**config.mk**
```make
export PLATFORM = sky130hd
export DESIGN_NAME = fre_calc
export DESIGN_NICKNAME = d
export VERILOG_FILES = /design/src/rtl/fre_pkg.sv /design/src/rtl/fre_calc_seq_divider.sv /design/src/rtl/fre_calc.sv
export SDC_FILE = /design/constraint.sdc
export NUM_CORES = 1
export LEC_CHECK = 0
export BUFFER_PORTS_ARGS = -buffer_cell sky130_fd_sc_hd__clkbuf_2
export CORE_MARGIN = 5
export CORE_UTILIZATION = 50
export CTS_BUF_LIST = sky130_fd_sc_hd__clkbuf_4 sky130_fd_sc_hd__clkbuf_8 sky130_fd_sc_hd__clkbuf_16
export DETAILED_ROUTE_END_ITERATION = 8
export GPL_TIMING_DRIVEN = 0
export PLACE_DENSITY = 0.81
export SLEW_MARGIN = 25
export SYNTH_ARGS = -nofsm -noshare
export SYNTH_HDL_FRONTEND = slang
export SYNTH_SLANG_ARGS = --single-unit
export TNS_END_PERCENT = 1
```
**constraint.sdc**
```tcl
create_clock -name clk -period 6.1 [get_ports clk]
set_input_delay 0 -clock clk [delete_from_list [all_inputs] [get_ports clk]]
set_output_delay 0 -clock clk [all_outputs]
set_load 0.1 [all_outputs]
```
**src/rtl/fre_pkg.sv**
```systemverilog
// fre_pkg: shared widths, reference clock and FSM encoding for the frequency calculator.
package fre_pkg;

   localparam int unsigned CNT_WIDTH = 32;
   localparam int unsigned CLK_FRE   = 200000000;
   localparam int unsigned Q_WIDTH   = 32;
   localparam int unsigned NUM_W     = 2 * CNT_WIDTH;

   localparam logic [Q_WIDTH-1:0] FRE_SAT_VAL = '1;

   typedef enum logic [1:0] {
      ST_IDLE = 2'd0,
      ST_MUL  = 2'd1,
      ST_DIV  = 2'd2,
      ST_DONE = 2'd3
   } fre_state_e;

endpackage

```
**src/rtl/fre_calc_seq_divider.sv**
```systemverilog
// seq_divider: restoring divider, one quotient bit per cycle MSB first, N_W iterations after start.
module seq_divider #(
   parameter int unsigned N_W = 64,
   parameter int unsigned D_W = 32
) (
   input  logic           clk,
   input  logic           rst_or,
   input  logic           start,
   input  logic [N_W-1:0] dividend,
   input  logic [D_W-1:0] divisor,
   output logic           busy,
   output logic           done,
   output logic [N_W-1:0] quotient,
   output logic [D_W-1:0] remainder
);

   localparam int unsigned CNT_W = $clog2(N_W + 1);

   logic [N_W-1:0]   quo_q, quo_d;
   logic [D_W-1:0]   rem_q, rem_d;
   logic [D_W-1:0]   dsr_q, dsr_d;
   logic [CNT_W-1:0] cnt_q, cnt_d;
   logic [D_W:0]     rem_sh;
   logic [D_W:0]     diff;

   // NOTE: every signal assigned in always_comb gets a default first, so no path leaves it unassigned and no latch is inferred.
   always_comb begin
      quo_d  = quo_q;
      rem_d  = rem_q;
      dsr_d  = dsr_q;
      cnt_d  = cnt_q;
      rem_sh = {rem_q, quo_q[N_W-1]};
      diff   = rem_sh - {1'b0, dsr_q};
      if (start && (cnt_q == '0)) begin
         quo_d = dividend;
         rem_d = '0;
         dsr_d = divisor;
         cnt_d = CNT_W'(N_W);
      end else if (cnt_q != '0) begin
         // The dividend register doubles as the quotient shift register.
         if (rem_sh >= {1'b0, dsr_q}) begin
            rem_d = diff[D_W-1:0];
            quo_d = {quo_q[N_W-2:0], 1'b1};
         end else begin
            rem_d = rem_sh[D_W-1:0];
            quo_d = {quo_q[N_W-2:0], 1'b0};
         end
         cnt_d = cnt_q - 1'b1;
      end
   end

   // NOTE: sequential state uses non-blocking assignments so all flops update together at the edge.
   always_ff @(posedge clk or posedge rst_or) begin
      if (rst_or) begin
         quo_q <= '0;
         rem_q <= '0;
         dsr_q <= '0;
         cnt_q <= '0;
      end else begin
         quo_q <= quo_d;
         rem_q <= rem_d;
         dsr_q <= dsr_d;
         cnt_q <= cnt_d;
      end
   end

   assign busy      = (cnt_q != '0);
   assign done      = (cnt_q == CNT_W'(1));
   assign quotient  = quo_q;
   assign remainder = rem_q;

endmodule

```
**src/rtl/fre_calc.sv**
```systemverilog
// fre_calc: turns a locked (sig_cnt, gate_cnt) pair into Hz as sig_cnt*CLK_FRE/gate_cnt.
// Define FRE_CALC_ROUND_EN to round to nearest (half up) instead of truncating.
module fre_calc
   import fre_pkg::*;
(
   input  logic                 clk,
   input  logic                 rst_or,
   input  logic                 cnt_valid,
   input  logic [CNT_WIDTH-1:0] sig_cnt,
   input  logic [CNT_WIDTH-1:0] gate_cnt,
   output logic [Q_WIDTH-1:0]   fre_out,
   output logic                 fre_valid,
   output logic                 busy,
   output logic                 div_err,
   output logic                 fre_sat,
   output logic                 overrun
);

   fre_state_e state_q, state_d;

   logic cv_meta_q, cv_meta_d;
   logic cv_sync_q, cv_sync_d;
   logic cv_dly_q,  cv_dly_d;
   logic rise;

   logic [CNT_WIDTH-1:0] sig_q,  sig_d;
   logic [CNT_WIDTH-1:0] gate_q, gate_d;
   logic [Q_WIDTH-1:0]   fre_out_q, fre_out_d;
   logic                 fre_valid_q, fre_valid_d;
   logic                 div_err_q, div_err_d;
   logic                 fre_sat_q, fre_sat_d;
   logic                 overrun_q, overrun_d;

   logic [NUM_W-1:0]     num;
   logic                 div_start;
   logic                 div_done;
   logic                 div_busy_unused;
   logic [NUM_W-1:0]     quo;
   logic [CNT_WIDTH-1:0] div_rem_unused;

   always_comb begin
      cv_meta_d = cnt_valid;
      cv_sync_d = cv_meta_q;
      cv_dly_d  = cv_sync_q;
   end

   assign rise = cv_sync_q & ~cv_dly_q;

   always_comb begin
      num = NUM_W'(sig_q) * NUM_W'(CLK_FRE);
`ifdef FRE_CALC_ROUND_EN
      num = num + NUM_W'(gate_q >> 1);
`endif
   end

   seq_divider #(
      .N_W (NUM_W),
      .D_W (CNT_WIDTH)
   ) u_div (
      .clk       (clk),
      .rst_or    (rst_or),
      .start     (div_start),
      .dividend  (num),
      .divisor   (gate_q),
      .busy      (div_busy_unused),
      .done      (div_done),
      .quotient  (quo),
      .remainder (div_rem_unused)
   );

   always_comb begin
      state_d     = state_q;
      sig_d       = sig_q;
      gate_d      = gate_q;
      fre_out_d   = fre_out_q;
      fre_valid_d = 1'b0;
      div_err_d   = div_err_q;
      fre_sat_d   = fre_sat_q;
      overrun_d   = 1'b0;
      div_start   = 1'b0;

      // A rise in any non-IDLE state, DONE included, is dropped.
      if (rise && (state_q != ST_IDLE)) begin
         overrun_d = 1'b1;
      end

      case (state_q)
         ST_IDLE: begin
            if (rise) begin
               sig_d   = sig_cnt;
               gate_d  = gate_cnt;
               state_d = ST_MUL;
            end
         end
         ST_MUL: begin
            if (gate_q == '0) begin
               state_d = ST_DONE;
            end else begin
               div_start = 1'b1;
               state_d   = ST_DIV;
            end
         end
         ST_DIV: begin
            if (div_done) begin
               state_d = ST_DONE;
            end
         end
         ST_DONE: begin
            fre_valid_d = 1'b1;
            state_d     = ST_IDLE;
            if (gate_q == '0) begin
               fre_out_d = FRE_SAT_VAL;
               div_err_d = 1'b1;
               fre_sat_d = 1'b0;
            end else if (|quo[NUM_W-1:Q_WIDTH]) begin
               fre_out_d = FRE_SAT_VAL;
               div_err_d = 1'b0;
               fre_sat_d = 1'b1;
            end else begin
               fre_out_d = quo[Q_WIDTH-1:0];
               div_err_d = 1'b0;
               fre_sat_d = 1'b0;
            end
         end
         default: state_d = ST_IDLE;
      endcase
   end

   always_ff @(posedge clk or posedge rst_or) begin
      if (rst_or) begin
         state_q     <= ST_IDLE;
         cv_meta_q   <= 1'b0;
         cv_sync_q   <= 1'b0;
         cv_dly_q    <= 1'b0;
         sig_q       <= '0;
         gate_q      <= '0;
         fre_out_q   <= '0;
         fre_valid_q <= 1'b0;
         div_err_q   <= 1'b0;
         fre_sat_q   <= 1'b0;
         overrun_q   <= 1'b0;
      end else begin
         state_q     <= state_d;
         cv_meta_q   <= cv_meta_d;
         cv_sync_q   <= cv_sync_d;
         cv_dly_q    <= cv_dly_d;
         sig_q       <= sig_d;
         gate_q      <= gate_d;
         fre_out_q   <= fre_out_d;
         fre_valid_q <= fre_valid_d;
         div_err_q   <= div_err_d;
         fre_sat_q   <= fre_sat_d;
         overrun_q   <= overrun_d;
      end
   end

   assign fre_out   = fre_out_q;
   assign fre_valid = fre_valid_q;
   assign busy      = (state_q != ST_IDLE);
   assign div_err   = div_err_q;
   assign fre_sat   = fre_sat_q;
   assign overrun   = overrun_q;

endmodule

```
==> results.json <==
{
  "outcome": "complete, but fails checks",
  "violations": "negative setup slack",
  "synth-xor-area-share_pct": 3.34,
  "routed_wl_mm": 60.5,
  "post-route-period-util_pct": 101,
  "clock_latency_ns": 0.58,
  "yosys_most_used_dff": "dfrtp_1",
  "antenna_found_initial": 0,
  "drc": 0,
  "r2r_cells": 22,
  "hold_depth": 2,
  "drtIter0Drc": 1228,
  "grt_max_degree": 34,
  "hp-start": "cnt_valid",
  "clock_sinks": 240,
  "synth-warning-count": 0,
  "area_growth_pct": 15.9,
  "htree_levels": 1,
  "drv_cap": 0,
  "final_cell_mix": "432 x inv_1, 268 x fa_1, 247 x ha_1",
  "hpwl_mm": 47.1,
  "yosys.area_share.adder_pct": 36.8,
  "grt_overflow": 0,
  "dr.pass1.iters": 5,
  "synth-async-reset-ratio_pct": 100,
  "clock_skew_ns": 0.0145,
  "critPathLaunchType": "register",
  "finalHoldViolations": 0,
  "track_usage_pct": 23.7,
  "grt_pass1_wl_mm": 99.0,
  "layout_commonest_cell": "inv_1",
  "place.gp.congestion": 0.929,
  "fp.dieH_um": 227,
  "fmax_mhz": 162,
  "vias": 18200,
  "cts_tree": "done",
  "die_w_um": 227,
  "vias_per_cell": 5.55,
  "clk_path_buf_depth": 3,
  "ff2ff_setup_slack_ns": -0.07,
  "cp.required_ns": 6.60,
  "diodes": 0,
  "drive_above_1_share_pct": 14.2,
  "worstSetupPathType": "register to register",
  "synth_top_family_by_area": "adder cells",
  "syn_area_um2": 23600,
  "end_kind": "register",
  "crit_fanout": 7,
  "coreArea_um2": 46700,
  "period_minus_slack_ns": 6.17,
  "dieArea_um2": 51600,
  "nets": 3260,
  "cts.root.buffer_cell": "clkbuf_16",
  "cts.reportedPaths.clkPinSlew_ns": 0.06,
  "rsz0062_at_grt": "yes",
  "synth_area_per_cell_um2": 9.77,
  "grt_pass1_vias": 19400,
  "r2r_end": "u_div.quotient[55]",
  "worstPathArrival_ns": 6.67,
  "numCtsBuffers": 28,
  "synthDistinctLibCells": 77,
  "io_buffers": 103,
  "fin_tns_setup_ns": -0.118,
  "synth_compound_area_share_pct": 12.8,
  "reg2reg_from": "sig_q[7]",
  "ant_nets": 0,
  "startpoint": "sig_q[7]",
  "synth-seq-area-share_pct": 25.5,
  "tightest_slew_ns": 0.925,
  "ios": 104,
  "hp-class": "primary input to register",
  "initial_utilization_pct": 50.6,
  "min_to": "cv_meta_q",
  "setup_viol": 2,
  "syn-num-nets": 3016,
  "synthMuxAreaShare_pct": 4.27,
  "row_count": 79,
  "synthSimpleGateAreaFrac_pct": 8.83,
  "worst_slack_ns": -0.0667,
  "maxSlewViolCount": 0,
  "syn_inst": 2416,
  "synth_edf_count": 0,
  "routedWlPerCell_um": 18.4,
  "relSlewSlack_pct": 37.8,
  "ys_seq_elements": 240
}
[worst max path at each step]
stage          slack, ns  cells past startpoint                 end
5_1_grt            -0.28                     23  u_div.quotient[56]
3_5_place_dp       -0.88                     21  u_div.quotient[56]
2_1_floorplan       0.04                     21  u_div.quotient[56]
3_3_place_gp       -0.81                     21  u_div.quotient[56]
4_1_cts           -0.007                     21  u_div.quotient[56]
6_report           -0.07                     22  u_div.quotient[55]
[state kept, by name (all words and copies together) (netlist names), 2 cells and up]
register	cells
fre_out	32
gate_q	32
sig_q	32
state_q	2
u_div.cnt_q	7
u_div.dsr_q	32
u_div.quotient	64
u_div.remainder	32
[layer usage]
metal / vias up / wire [um] / GRT usage, %
met5: - / 0 / 0
met4: 0 / 1680 / 6.62
met3: 113 / 4140 / 4.51
met2: 629 / 28700 / 39.6
met1: 9051 / 25900 / 32.1
li1: 8455 / - / -
[synth_stat cells, types with 42 or more instances]
master	n	area, um2
xor2_1	42	368
inv_1	441	1660
xnor2_1	48	420
nand2_1	205	769
fa_1	268	5370
a21o_1	56	420
mux2_2	67	754
nor2_1	105	394
dfrtp_1	240	6010
o21ai_0	95	475
a21oi_1	133	666
clkbuf_1	72	270
ha_1	265	3320
[repair_timing]
item,in CTS,in global routing
endpoints found under the hold margin,233,0
pin swaps,5,1
hold buffers,67,0
endpoints found under the setup margin,24,18
buffers inserted,32,9
resized for setup,57,36
[area by class of cell]
class / instances / area (um2)
tap: 607 / 759
inverter: 441 / 1660
timing repair buffer: 219 / 1700
fill: 3770 / 19300
clock buffer: 39 / 821
multi-input combinational: 1646 / 15900
clock inverter: 12 / 154
sequential: 240 / 6040
buffer: 84 / 343
[through the flow]
| stage | cell area (um2) | hold WS [ns] | std cells | worst slack [ns] | util, % |
|---|---|---|---|---|---|
| CTS | 27100 | 0.0605 | 3280 | -0.00688 | 58.2 |
| global route | 27400 | 0.0675 | 3288 | -0.285 | 58.6 |
| floorplan | 23600 | 0.0314 | 2416 | 0.0362 | - |
| global placement | 24900 | 0.111 | 3126 | -0.814 | 53.3 |
| finish | 27400 | 0.0753 | 3288 | -0.0667 | 58.6 |
| detailed placement | 25000 | 0.0246 | 3134 | -0.877 | 53.7 |
[critical path, cell delays in order, from the launching register on]
cell and delay, ns:
dfrtp_2 0.45, buf_4 0.18, ha_4 0.26, fa_1 0.54
inv_1 0.06, fa_1 0.43, fa_1 0.56, inv_1 0.05
fa_1 0.51, inv_1 0.07, fa_1 0.53, inv_1 0.04
ha_1 0.28, clkbuf_4 0.18, and3_4 0.20, nand4_1 0.12
a21oi_2 0.22, nor3b_2 0.13, a211o_1 0.38, o211a_4 0.30
a21oi_2 0.14, mux2_1 0.33, a21oi_1 0.14
[logic make-up (layout without fill, tap and decap cells)]
kind of cell | Yosys count | after routing
DFF | 240 | 240
muxes | 92 | 92
buffers and inverters | 530 | 795
xor gates and xnor gates | 90 | 90
AOI/OAI and AO/OA | 478 | 478
and+or+nand+nor | 453 | 453
adders and majority gates | 533 | 533
Power is left out: the tool's default activity adds up to more than one toggle a clock period on the data nets, which glitch-free logic cannot reach.
